==> config.mk <==
export PLATFORM = sky130hd
export DESIGN_NAME = mult_add_seq
export DESIGN_NICKNAME = d
export VERILOG_FILES = /design/src/rtl/mult_add_seq.sv
export SDC_FILE = /design/constraint.sdc
export NUM_CORES = 1
export LEC_CHECK = 0
export CAP_MARGIN = 20
export CORE_ASPECT_RATIO = 1.25
export CORE_MARGIN = 2
export CORE_UTILIZATION = 41
export CTS_CLUSTER_DIAMETER = 50
export DETAILED_ROUTE_END_ITERATION = 8
export SETUP_SLACK_MARGIN = 0.05
export SYNTH_ARGS = -nofsm -noshare
export SYNTH_HDL_FRONTEND = slang
export SYNTH_SLANG_ARGS = --single-unit
==> constraint.sdc <==
create_clock -name clk -period 3.9 [get_ports clk]
set_input_delay 0.39 -clock clk [delete_from_list [all_inputs] [get_ports clk]]
set_output_delay 0.39 -clock clk [all_outputs]
set_load 0.03 [all_outputs]
==> src/rtl/mult_add_seq.sv <==
// Sequential multiply-accumulate: sums N_PAIRS products a*b per job
// through one shared multiplier, then holds the result until consumed.
module mult_add_seq #(
  parameter int W       = 4,
  parameter int N_PAIRS = 4,
  parameter int XW      = 2*W + $clog2(N_PAIRS)
) (
  input  logic          clk,
  input  logic          rst,
  input  logic          start,
  input  logic          clr,
  input  logic          in_valid,
  output logic          in_ready,
  input  logic [W-1:0]  a,
  input  logic [W-1:0]  b,
  output logic          out_valid,
  input  logic          out_ready,
  output logic [XW-1:0] x,
  output logic          busy
);

  localparam int CW = $clog2(N_PAIRS + 1);
  localparam logic [CW-1:0] LAST = CW'(N_PAIRS - 1);

  typedef enum logic [1:0] {
    IDLE = 2'd0,
    ACC  = 2'd1,
    HOLD = 2'd2
  } state_t;

  state_t        r_state;
  logic [XW-1:0] r_acc;
  logic [CW-1:0] r_cnt;
  logic          r_in_ready;
  logic          r_out_valid;
  logic          r_busy;

  logic [2*W-1:0] w_prod;
  logic [XW-1:0]  w_sum;

  assign w_prod = a * b;
  assign w_sum  = r_acc + {{(XW-2*W){1'b0}}, w_prod};

  // The accumulator doubles as x, so the last result persists in IDLE.
  always_ff @(posedge clk or posedge rst) begin
    if (rst) begin
      r_state     <= IDLE;
      r_acc       <= '0;
      r_cnt       <= '0;
      r_in_ready  <= 1'b0;
      r_out_valid <= 1'b0;
      r_busy      <= 1'b0;
    end else if (clr) begin
      r_state     <= IDLE;
      r_acc       <= '0;
      r_cnt       <= '0;
      r_in_ready  <= 1'b0;
      r_out_valid <= 1'b0;
      r_busy      <= 1'b0;
    end else begin
      unique case (r_state)
        IDLE: begin
          if (start) begin
            r_state    <= ACC;
            r_acc      <= '0;
            r_cnt      <= '0;
            r_in_ready <= 1'b1;
            r_busy     <= 1'b1;
          end
        end
        ACC: begin
          if (in_valid) begin
            r_acc <= w_sum;
            if (r_cnt == LAST) begin
              r_cnt       <= '0;
              r_state     <= HOLD;
              r_in_ready  <= 1'b0;
              r_out_valid <= 1'b1;
            end else begin
              r_cnt <= r_cnt + 1'b1;
            end
          end
        end
        HOLD: begin
          if (out_ready) begin
            r_state     <= IDLE;
            r_out_valid <= 1'b0;
            r_busy      <= 1'b0;
          end
        end
        default: begin
          r_state     <= IDLE;
          r_in_ready  <= 1'b0;
          r_out_valid <= 1'b0;
          r_busy      <= 1'b0;
        end
      endcase
    end
  end

  assign in_ready  = r_in_ready;
  assign out_valid = r_out_valid;
  assign busy      = r_busy;
  assign x         = r_acc;

endmodule

==> results.yml <==
cts:
  clock-sinks: 18
  post_cts_resized: 0
  htreeDepth: 1
  cts_setup_buffers: 0
  clock-root-buffer: "clkbuf_8"
  clkLatencyLatePin_ps: 250
  clockBufferDepth: 2
  cts_hold_buffers: 0
  cts_tree: "yes"
  clkTransAtPathRegs_ps: 70
  cts_buffers: 3
critical_path:
  worstPathRequired_ps: 4020
  crit_type: "input pin to flop"
  cp_max_fo: 4
  critPathArrivalTime_ps: 3770
  critPathLaunchType: "input pin"
  end_kind: "flop"
global_routing:
  gr-total-overflow: 0
  grt_pass1_wl_mm: 5.388
  grt_max_degree: 19
  grt_pass1_vias: 1229
  grt.total_usage: 0.1645
  grt_antenna_before_repair: 0
hold_path:
  hp-class: "flop to flop"
timing:
  hold_violations: 0
  finalCriticalPeriod_ps: 3652
  period_share: 0.9364
  maxSlewViolCount: 0
  max_freq_ghz: 0.2738
  holdWs_ps: 513.1
  rsz0062_at_grt: "no"
  slew_headroom: 0.5196
  tightestPinTransition_ps: 719.7
  setup-violations-final: 0
  skew_ps: 4.770
  finalSetupTns_ps: 0
  setup_ws_ps: 248.1
power_and_ir_drop:
  comb_power_share: 0.388
  p_seq_frac: 0.380
  power_density_nw_per_um2: 283.4
  power.leakage_nw: 0.9368
  intPower_mw: 0.3571
  peakVddDrop_v: 0.0001100
  swShare: 0.3370
  p_sw_mw: 0.1815
  power_frac_clock: 0.233
  p_total_mw: 0.5386
place:
  place.gp.congestion: 0.7861
  io_buffers: 26
  pre_cts_ws_ps: -26.67
  dp_hpwl_mm: 2.637
  placed_area_um2: 1859
  dp_cells: 228
yosys:
  synth_edf_count: 0
  synth_top_area_cell: "dfrtp_1"
  syn_area_um2: 1554
  synth_area_leaders: "dfrtp_1 29%, ha_1 15%, fa_1 12%, inv_1 5.8%, and2_1 4.8%"
  synth_top_cell_area_share: 0.2899
  yosysSeqAreaShare: 0.2899
  yosys-top-cells-count: "24 x inv_1, 19 x ha_1, 18 x dfrtp_1, 12 x and2_1, 11 x nor2_1"
  yosys.cell_types.count: 38
  synth_most_common_cell: "inv_1"
  ys_ff_latch: 18
  yosysWarnings: 0
  synthFlopType: "dfrtp_1"
  syn_area_per_cell_um2: 9.534
  synthCells: 163
  async_flop_share: 1.000
  synth_nets: 205
detailed_routing:
  detail-route-antenna-nets: 0
  firstDrtPassIters: 4
  vias: 1238
  wl_mm: 3.125
  via_per_inst: 5.359
  drt-wirelength-per-cell_um: 13.53
  drc: 0
  drt-initial-drc-count: 29
run:
  max_cap_violations: 0
layout:
  syn_to_final_growth_pct: 22.30
  nNetsFinal: 235
  postLayoutCoreUtil: 0.5106
  antenna_cells: 0
  drive_above_1_share: 0.06806
  nFillCells: 361
  fin_area_um2: 1901
  fin_cells: 231
floorplanning:
  dieArea_um2: 4302
  dieWidth_um: 59.07
  rows: 25
  die_h_um: 72.83
  start_util: 0.4175
  design.core.area_um2: 3722
  pin_count: 27
outcome:
  status: "finished, final reports clean"
sequential cells by signal (all words and copies together), names as in the netlist:
signal / flops
x: 10
r_cnt: 3
r_state: 2
busy: 1
in_ready: 1
out_valid: 1
logic make-up (layout without fill, tap and decap cells):
| kind of cell | Yosys count | in the layout | synth area share |
|---|---|---|---|
| and+or+nand+nor | 45 | 45 | 0.1530 |
| AOI/OAI and AO/OA | 40 | 40 | 0.1876 |
| adders and majority gates | 28 | 28 | 0.2689 |
| buffers and inverters | 26 | 54 | 0.06602 |
| DFF | 18 | 18 | 0.2899 |
| xor gates and xnor gates | 5 | 5 | 0.02819 |
| muxes | 1 | 1 | 0.006441 |
critical path, stage by stage:
cell	delay, ps
clkdlybuf4s50_1	510
nand2_1	90
fa_1	520
fa_1	530
fa_1	510
inv_1	40
ha_1	330
a211oi_2	250
o21bai_1	140
o221ai_1	240
xor2_1	160
nor3_1	60
layout by cell type (no fill, tap or decap), types with 3 or more instances in the layout:
cell type	n
clkbuf_8	3
o21ai_0	7
nor2_1	11
nand2_1	6
dfrtp_1	18
a21oi_1	6
xnor2_1	3
inv_1	24
fa_1	9
and2_1	12
nor3_1	7
a22o_1	7
ha_1	19
clkdlybuf4s50_1	26
path summary, 6_finish.rpt:
| path | from | to | slack, ps | cells after the start |
|---|---|---|---|---|
| max in group asynchronous | rst | x[3] | 2880 | 2 |
| hold reg to reg | r_cnt[2] | r_cnt[2] | 510 | 1 |
| setup / recovery | a[0] | x[9] | 250 | 12 |
| setup reg to reg | x[2] | x[9] | 1420 | 7 |
| hold / removal | r_cnt[2] | r_cnt[2] | 510 | 1 |
| min in group asynchronous | rst | r_state[1] | 560 | 2 |
power groups by stage:
stage	logic (mW)	registers [mW]	clock network (mW)
after floorplan	0.135	0.218	0
after global placement	0.204	0.207	0
after detailed placement	0.212	0.208	0
after CTS	0.213	0.204	0.131
after global routing	0.238	0.206	0.138
final	0.209	0.204	0.125
routing by layer:
layer / wire, µm / track usage / vias to the layer above
met2: 1682 / 0.3062 / 23
met5: 0 / 0 / -
li1: - / - / 616
met3: 103 / 0.01064 / 2
met4: 30 / 0.06061 / 0
met1: 1309 / 0.1937 / 597
layout make-up:
cell class | count | area [µm²] | share of cell area
sequential | 18 | 450.4 | 0.2370
timing repair buffer | 27 | 267.8 | 0.1409
multi-input combinational | 119 | 1001 | 0.5267
clock buffer | 3 | 41.29 | 0.02172
inverter | 24 | 90.09 | 0.04740
tap | 40 | 50.05 | 0.02633
Power figures use the tool's default switching activity.
